`config.mk`:
```
export PLATFORM = sky130hd
export DESIGN_NAME = addr_lane_gen
export DESIGN_NICKNAME = d
export VERILOG_FILES = /design/src/rtl/addr_lane_gen_pkg.sv /design/src/rtl/addr_range_chk.sv /design/src/rtl/addr_lane_gen.sv
export SDC_FILE = /design/constraint.sdc
export NUM_CORES = 1
export LEC_CHECK = 0
export BUFFER_PORTS_ARGS = -buffer_cell sky130_fd_sc_hd__buf_2
export CAP_MARGIN = 20
export CELL_PAD_IN_SITES_DETAIL_PLACEMENT = 1
export CELL_PAD_IN_SITES_GLOBAL_PLACEMENT = 2
export CORE_MARGIN = 2
export CORE_UTILIZATION = 35
export DETAILED_ROUTE_END_ITERATION = 10
export PLACE_DENSITY = 0.87
export SYNTH_ARGS = -nofsm -noshare
export SYNTH_HDL_FRONTEND = slang
export SYNTH_SLANG_ARGS = --single-unit
```
`constraint.sdc`:
```
create_clock -name clk -period 7.1 [get_ports clk]
set_clock_uncertainty 0.1 [all_clocks]
set_input_delay 0.355 -clock clk [delete_from_list [all_inputs] [get_ports clk]]
set_output_delay 0.355 -clock clk [all_outputs]
set_load 0.01 [all_outputs]
```
`src/rtl/addr_lane_gen_pkg.sv`:
```
//------------------------------------------------------------------------------
// addr_lane_gen_pkg : constants and types shared by the lane address generators
//                     and the downstream lane address-alignment stage.
// Revision          : 1.0
//------------------------------------------------------------------------------
`default_nettype none

package addr_lane_gen_pkg;

    localparam int unsigned   AW        = 12;
    localparam int unsigned   NUM_LANES = 4;
    localparam logic [AW-1:0] LANE_OFS  = 12'd9;
    localparam logic [AW-1:0] IDLE_ADDR = 12'd4091;
    localparam logic [AW-1:0] MAX_ADDR  = 12'd4090;
    localparam logic [5:0]    OP_ABS    = 6'd5;

    typedef enum logic [0:0] {
        IDLE = 1'b0,
        RUN  = 1'b1
    } state_e;

endpackage : addr_lane_gen_pkg

`default_nettype wire

```
`src/rtl/addr_range_chk.sv`:
```
//------------------------------------------------------------------------------
// addr_range_chk : flags whether the last lane address of a sweep stays at or
//                  below MAX_ADDR.
// Revision       : 1.0
//------------------------------------------------------------------------------
`default_nettype none

module addr_range_chk
    import addr_lane_gen_pkg::*;
(
    input  logic [AW-1:0] base_addr,
    input  logic [AW-1:0] len,
    input  logic          abs_mode,
    output logic          range_ok
);

    localparam logic [AW+1:0] LANE_SPAN = (AW+2)'(3 * LANE_OFS);

    logic [AW+1:0] w_end_addr;

    // Two extra bits keep base + len + span from wrapping before the compare.
    always_comb begin
        w_end_addr = {2'b00, base_addr} + {2'b00, len} - (AW+2)'(1);
        if (!abs_mode) begin
            w_end_addr = w_end_addr + LANE_SPAN;
        end
        range_ok = (w_end_addr <= {2'b00, MAX_ADDR});
    end

endmodule : addr_range_chk

`default_nettype wire

```
`src/rtl/addr_lane_gen.sv`:
```
//------------------------------------------------------------------------------
// addr_lane_gen : sweeps an index over a block and produces four lane
//                 addresses, offset per lane unless in absolute mode.
// Revision      : 1.0
//------------------------------------------------------------------------------
`default_nettype none

module addr_lane_gen
    import addr_lane_gen_pkg::*;
(
    input  logic          clk,
    input  logic          rst_n,
    input  logic          start,
    input  logic [5:0]    instr_fb,
    input  logic [AW-1:0] base_addr,
    input  logic [AW-1:0] len,
    input  logic          adv,
    output logic [AW-1:0] addr1,
    output logic [AW-1:0] addr2,
    output logic [AW-1:0] addr3,
    output logic [AW-1:0] addr4,
    output logic          addr_vld,
    output logic          busy,
    output logic          done,
    output logic          err
);

    state_e        state_q, state_d;
    logic [AW-1:0] idx_q, idx_d;
    logic [AW-1:0] base_q, base_d;
    logic [AW-1:0] len_q, len_d;
    logic          abs_q, abs_d;
    logic [AW-1:0] addr_q [NUM_LANES];
    logic [AW-1:0] addr_d [NUM_LANES];
    logic          done_q, done_d;
    logic          err_q, err_d;

    logic          w_start_abs;
    logic          w_range_ok;
    logic          w_last_step;

    assign w_start_abs = (instr_fb == OP_ABS);
    assign w_last_step = (idx_q == len_q - AW'(1));

    addr_range_chk u_range_chk (
        .base_addr (base_addr),
        .len       (len),
        .abs_mode  (w_start_abs),
        .range_ok  (w_range_ok)
    );

    always_ff @(posedge clk) begin
        if (!rst_n) begin
            state_q <= IDLE;
            idx_q   <= '0;
            base_q  <= '0;
            len_q   <= '0;
            abs_q   <= 1'b0;
            done_q  <= 1'b0;
            err_q   <= 1'b0;
            for (int k = 0; k < NUM_LANES; k++) begin
                addr_q[k] <= IDLE_ADDR;
            end
        end else begin
            state_q <= state_d;
            idx_q   <= idx_d;
            base_q  <= base_d;
            len_q   <= len_d;
            abs_q   <= abs_d;
            done_q  <= done_d;
            err_q   <= err_d;
            for (int k = 0; k < NUM_LANES; k++) begin
                addr_q[k] <= addr_d[k];
            end
        end
    end

    always_comb begin
        state_d = state_q;
        idx_d   = idx_q;
        base_d  = base_q;
        len_d   = len_q;
        abs_d   = abs_q;
        if (state_q == IDLE) begin
            if (start && (len != '0) && w_range_ok) begin
                state_d = RUN;
                idx_d   = '0;
                base_d  = base_addr;
                len_d   = len;
                abs_d   = w_start_abs;
            end
        end else if (adv) begin
            if (w_last_step) begin
                state_d = IDLE;
                idx_d   = '0;
            end else begin
                idx_d = idx_q + AW'(1);
            end
        end
    end

    // The range check guarantees the AW-bit lane sums never wrap.
    always_comb begin
        done_d = 1'b0;
        err_d  = 1'b0;
        if (state_q == IDLE && start) begin
            done_d = (len == '0);
            err_d  = (len != '0) && !w_range_ok;
        end
        if (state_q == RUN && adv && w_last_step) begin
            done_d = 1'b1;
        end
        for (int k = 0; k < NUM_LANES; k++) begin
            if (state_d == RUN) begin
                addr_d[k] = base_d + idx_d + (abs_d ? '0 : AW'(k) * LANE_OFS);
            end else begin
                addr_d[k] = IDLE_ADDR;
            end
        end
    end

    assign addr1    = addr_q[0];
    assign addr2    = addr_q[1];
    assign addr3    = addr_q[2];
    assign addr4    = addr_q[3];
    assign addr_vld = (state_q == RUN);
    assign busy     = (state_q == RUN);
    assign done     = done_q;
    assign err      = err_q;

endmodule : addr_lane_gen

`default_nettype wire
```
==> flow_metrics.py, run 1 <==
metrics = {
    "logic_synthesis": {
        "ys_warn_count": 0,
        "syn_area_um2": 5867,
        "synthTopCellsByArea": "dfxtp_1, ha_1, xnor2_1, o21ai_0, nand2_1",
        "yosysUniqueCellTypes": 75,
        "postSynthAreaPerCell_um2": 8.310,
        "yosysSeqAreaShare_pct": 29.35,
        "synthMuxAreaShare_pct": 5.417,
        "yosys.cell_count.top_type": "dfxtp_1",
        "synth_edf_count": 0,
        "synth-adder-area-share_pct": 8.061,
        "synth-compound-area-share_pct": 18.79,
        "synth_simple_gate_area_share_pct": 23.93,
        "syn_inst": 706,
        "synth-async-reset-ratio_pct": 0,
        "synth_top_area_share_pct": 29.35,
        "yosys.area.top_type": "dfxtp_1",
        "yosys-top-cells-count": "dfxtp_1, nand2_1, nor2_1, o21ai_0, xnor2_1",
        "synth_top_family_by_area": "simple AND/OR/NAND/NOR gates",
        "synth-main-ff-cell": "dfxtp_1",
        "ys_ff_latch": 86,
        "synth-xor-area-share_pct": 9.768,
        "syn-num-nets": 776,
    },
    "sta": {
        "finalMaxSlewViolations": 0,
        "finalSetupViolations": 0,
        "slew_headroom_pct": 47.82,
        "min_period_over_period_pct": 95.38,
        "fin_crit_ns": 6.772,
        "tightest_slew_ns": 0.7762,
        "whs_ns": 0.2199,
        "hold_viol": 0,
        "finalSetupTns_ns": 0,
        "fmax_ghz": 0.1477,
    },
    "floorplan": {
        "core_um2": 16470,
        "die_area_um2": 17810,
        "die_w_um": 133.5,
        "die_h_um": 133.5,
        "start_util_pct": 35.63,
        "io_pins": 86,
        "std_cell_rows": 47,
    },
    "critical_path": {
        "worst_setup_path_end_kind": "flop",
        "start_kind": "input pin",
        "arrival_ns": 6.90,
        "max_stage_delay_ns": 0.52,
        "critical_path_class": "in -> reg",
        "worstPathRequired_ns": 7.22,
        "crit_slowest_cell": "fa_1",
        "cp_max_fo": 5,
        "rrSetupSlack_ns": 0.73,
    },
    "cts": {
        "cts.sinks": 86,
        "clockRootBuffer": "clkbuf_16",
        "hold_buffers": 0,
        "ctsLongestPathBuffers": 2,
        "htree_levels": 3,
        "cts_buffers": 9,
        "clk_latency_ns": 0.34,
        "clk_pin_slew_worst_paths_ns": 0.07,
        "cts_tree": "done",
    },
    "run_status": {
        "status": "finished, final reports clean",
    },
    "route": {
        "dr.pass1.iters": 4,
        "antenna_left": 0,
        "drt_iter0_drc": 284,
        "drc_errors": 0,
        "vias_per_cell": 5.334,
        "routedWlPerCell_um": 17.85,
        "routed_wl_mm": 18.21,
        "vias": 5441,
    },
    "place": {
        "port_buffers": 85,
        "detailed_place_hpwl_mm": 14.47,
        "routabilityCongestion": 0.8896,
    },
    "pwr": {
        "swShare_pct": 35.61,
        "p_per_area_nw_per_um2": 217.5,
        "p_comb_share_pct": 34.6,
        "pwr-share-seq_pct": 35.6,
        "p_int_uw": 982.9,
        "power.leakage_nw": 2.848,
        "pwr-share-clk_pct": 29.8,
        "power.switching_uw": 543.6,
        "vdd_drop_max_mv": 0.1163,
    },
    "cells_and_area": {
        "nFillCells": 2033,
        "drive_gt1_share_pct": 22.88,
        "antenna_cells": 0,
        "syn2layout_area_growth_pct": 19.64,
        "final_nets": 865,
    },
    "global_routing": {
        "track_usage_pct": 20.63,
        "antenna_found_initial": 0,
        "globalRouteOverflowTotal": 0,
        "grt_start_max_net_pins": 41,
        "first_global_vias": 5551,
        "grt_pass1_wl_mm": 29.28,
    },
    "flow_run": {
        "maxCapViolCount": 0,
    },
    "min_path": {
        "holdCritPathClass": "in -> reg",
    },
}
==> power by group through the flow <==
| stage | combinational, mW | sequential [mW] | clock [mW] |
|---|---|---|---|
| after global placement | 0.493 | 0.553 | 0 |
| after CTS | 0.512 | 0.544 | 0.468 |
| after detailed placement | 0.506 | 0.554 | 0 |
| final | 0.528 | 0.543 | 0.455 |
| after floorplan | 0.339 | 0.563 | 0 |
| after global routing | 0.578 | 0.548 | 0.488 |
==> final cells by class <==
class | count | area [um2] | share of cell area [%]
repair buffers | 108 | 601.8 | 8.574
well taps | 220 | 275.3 | 3.922
multi-input cells | 560 | 4028 | 57.38
clock inverters | 7 | 55.05 | 0.7843
inverters | 30 | 112.6 | 1.604
clock buffers | 9 | 225.2 | 3.209
flip-flops and latches | 86 | 1722 | 24.53
==> flip-flops by register name, indices dropped and copies added, names as in the netlist <==
name      cells
done          1
addr_vld      1
base_q       12
err           1
idx_q        12
addr_q       46
len_q        12
abs_q         1
==> path summary, 6_finish.rpt <==
path / from / endpoint / cells past startpoint
min reg2reg: len_q[11] / len_q[11] / 2
min: len[7] / len_q[7] / 3
max reg2reg: len_q[0] / addr_q[3][11] / 26
max: len[0] / addr_q[3][11] / 31
==> stage by stage <==
stage,util (%),power (mW),area [um2],worst slack [ns],std cells
global placement,39.92,1.045,6574,0.2523,1002
finish,42.63,1.526,7019,0.3283,1020
floorplan,-,0.9017,5867,0.5116,706
CTS,41.63,1.524,6854,0.1453,1018
global route,42.63,1.614,7019,-0.1356,1020
detailed placement,39.92,1.060,6574,-0.1982,1002
==> cell usage in the layout (no fill, tap or decap), types with 4 or more instances in the layout <==
cell type,instances
ha_1,33
nand4_1,5
nand2_1,57
a211oi_1,6
a21o_1,6
o21a_1,10
nor2b_1,18
xor2_1,18
and3_1,16
nor2_1,53
inv_1,30
clkbuf_16,9
a31oi_1,11
mux2_2,10
buf_4,22
a22oi_1,6
nor3_1,7
buf_2,85
mux2i_1,15
nor4_1,5
and2_1,31
nand2b_1,17
a21oi_1,29
dfxtp_1,86
nand3_1,26
a41oi_1,4
xnor2_1,39
o21ai_0,42
o21ai_1,8
==> per-layer routing <==
layer / GRT usage [%] / vias up / share of wire [%]
met2: 34.39 / 108 / 47
met1: 28.33 / 2647 / 47
li1: - / 2666 / -
met4: 4.846 / 0 / 1.2
met3: 2.854 / 20 / 4.0
met5: 0 / - / 0
==> critical path, delay by kind of cell <==
kind	cells	cell delay, ns
multiplexers	2	0.54
adder cells (fa/ha/maj)	4	1.26
XOR/XNOR	3	0.70
AND/OR/NAND/NOR	8	1.71
AO/OA/AOI/OAI	11	1.91
buffers and inverters	3	0.39
==> logic make-up (layout without fill, tap and decap cells) <==
group           Yosys count  in the layout
simple gates            267            267
compound gates          165            165
flops                    86             86
xor+xnor                 63             63
buf+inv                  60            154
fa+ha+maj                36             36
mux                      29             29
==> repair_timing <==
action / CTS / global route
resized for setup: 0 / 33
buffers inserted: 0 / 2
setup endpoints to repair: 0 / 11
Power figures use the tool's default switching activity.
==> run 2: changes to the inputs <==
- PLACE_DENSITY: 0.87 -> 0.9
- SETUP_SLACK_MARGIN: unset -> 0.4
==> run 2 against run 1 <==
Clock-buffer cell count stayed put. Sequential power about the same. Global-route usage is 0.61 points lower. Final area is 2.5% higher. Sequential share of layout area shrank 0.59 points. Critical path depth shrank 2. Power grew 2.8%. First-iteration DRC count is 14% lower. Setup slack gained 0.38 ns. Worst hold slack got worse by 0.0024 ns. Largest cell class unchanged. Highest routed layer unchanged.
==> flow_metrics.py, run 2 (same netlist as run 1, synthesis figures left out) <==
metrics = {
    "run_status": {
        "status": "finished, final reports clean",
    },
    "critical_path": {
        "max_stage_delay_ns": 0.58,
        "worst_setup_path_end_kind": "flop",
        "reg2regPathDepth": 25,
        "arrival_ns": 6.50,
        "reg2reg_from": "len_q[0]",
        "worstPathRequired_ns": 7.21,
        "rrSetupSlack_ns": 1.19,
        "start_kind": "input pin",
        "crit_path_frequent_cell": "o21ai_1",
        "cp_max_fo": 8,
        "crit_slowest_cell": "fa_2",
        "critical_path_class": "in -> reg",
        "r2r_end": "addr_q[2][11]",
    },
    "pwr": {
        "vdd_drop_max_mv": 0.1273,
        "p_total_mw": 1.569,
        "power.leakage_nw": 2.904,
        "p_per_area_nw_per_um2": 218.1,
    },
    "cells_and_area": {
        "largest-register": "addr_q",
        "design_area_um2": 7193,
        "final_nets": 873,
        "drive_gt1_share_pct": 25.50,
        "final_cell_mix": "dfxtp_1, buf_2, nand2_1, nor2_1, xnor2_1",
        "antenna_cells": 0,
        "fin_cells": 1028,
        "layout_commonest_cell": "dfxtp_1",
        "largest_reg_flops": 46,
        "post-route-util_pct": 43.69,
        "syn2layout_area_growth_pct": 22.61,
    },
    "route": {
        "routedWlPerCell_um": 17.19,
        "drt_iter0_drc": 244,
        "vias": 5415,
        "antenna_left": 0,
        "drc_errors": 0,
        "dr.pass1.iters": 4,
        "vias_per_cell": 5.268,
        "routed_wl_mm": 17.67,
    },
    "floorplan": {
        "die_h_um": 133.5,
        "die_area_um2": 17810,
        "std_cell_rows": 47,
        "core_um2": 16470,
        "start_util_pct": 35.63,
        "die_w_um": 133.5,
        "io_pins": 86,
    },
    "sta": {
        "min_period_over_period_pct": 90.02,
        "finalMaxSlewViolations": 0,
        "grt_setup_unrepaired": "false",
        "fin_crit_ns": 6.391,
        "finalSetupViolations": 0,
        "slew_headroom_pct": 52.72,
        "tightest_slew_ns": 0.7092,
        "hold_viol": 0,
        "fmax_ghz": 0.1565,
    },
    "cts": {
        "clk_pin_slew_worst_paths_ns": 0.07,
        "htree_levels": 3,
        "clk_latency_ns": 0.34,
        "ctsLongestPathBuffers": 2,
        "cts.sinks": 86,
        "hold_buffers": 0,
        "clockRootBuffer": "clkbuf_16",
        "cts_tree": "done",
        "cts_buffers": 9,
    },
    "min_path": {
        "holdCritPathClass": "in -> reg",
        "whs_endpoint": "len_q[9]",
        "min_path_cells": 3,
        "min_from": "len[9]",
    },
    "place": {
        "port_buffers": 85,
        "placed_area_um2": 6634,
        "dp.cells": 1010,
        "routabilityCongestion": 0.8974,
        "detailed_place_hpwl_mm": 13.64,
    },
    "global_routing": {
        "grt_start_max_net_pins": 41,
        "track_usage_pct": 20.02,
        "grt_pass1_wl_mm": 28.50,
        "first_global_vias": 5465,
        "globalRouteOverflowTotal": 0,
        "antenna_found_initial": 0,
    },
    "flow_run": {
        "maxCapViolCount": 0,
    },
}
[run 2: cell types whose count changed in the layout (fill, tap and decap cells not counted), moves of 2 or more]
cell,change
fa_1,-2
o21ai_2,+2
o21ai_0,-6
a21oi_2,+3
a21oi_1,-3
o21ai_1,+4
buf_4,+9
clkinv_4,+3
inv_6,-2
fa_2,+2
[run 2: routing by layer]
| layer | wire [um] | vias up | global-route usage [%] | part of all wire (%) |
|---|---|---|---|---|
| met4 | 271 | 0 | 4.728 | 1.5 |
| met2 | 8082 | 104 | 31.90 | 46 |
| li1 | - | 2687 | - | - |
| met3 | 661 | 19 | 3.919 | 3.7 |
| met5 | 0 | - | 0 | 0 |
| met1 | 8654 | 2605 | 28.00 | 49 |
[run 2: timing repair]
item | in CTS | in global routing
setup buffers | 0 | 2
endpoints found under the setup margin | 3 | 19
pin swaps | 0 | 13
resized for setup | 4 | 56
[run 2: critical path, delay by kind of cell]
kind / cells / cell delay [ns]
buf+inv: 3 / 0.41
simple gates: 6 / 1.14
mux: 2 / 0.58
compound gates: 12 / 2.34
fa+ha+maj: 4 / 1.30
xor+xnor: 2 / 0.37
[run 2: cell type report]
cell class	instances	area, um2
fill	2019	9273
multi-input combinational	560	4119
sequential	86	1722
timing repair buffer	116	658.1
tap	220	275.3
clock buffer	9	225.2
inverter	30	112.6
clock inverter	7	81.33
[run 2: stage by stage]
stage / hold slack, ns / setup TNS [ns] / setup slack [ns]
6_report: 0.2175 / 0 / 0.7086
5_1_grt: 0.2376 / 0 / 0.3647
4_1_cts: 0.2070 / 0 / 0.4066
3_5_place_dp: 0.4684 / -0.04784 / -0.04784
3_3_place_gp: 0.4540 / 0 / 0.1344
2_1_floorplan: 0.4042 / 0 / 0.5116
[run 2: power breakdown]
group / switching (mW) / total, mW / internal [mW]
sequential: 0.0217 / 0.544 / 0.523
clock: 0.209 / 0.487 / 0.278
combinational: 0.307 / 0.537 / 0.230
[run 2: worst max path at each step]
stage / startpoint / end / cells after the start
final: len[0] / addr_q[2][11] / 29
after floorplan: base_addr[0] / addr_q[1][11] / 31
after CTS: len[0] / addr_q[2][11] / 32
after detailed placement: len[0] / addr_q[3][11] / 30
after global routing: len[0] / addr_q[2][11] / 32
after global placement: len[0] / addr_q[3][11] / 30
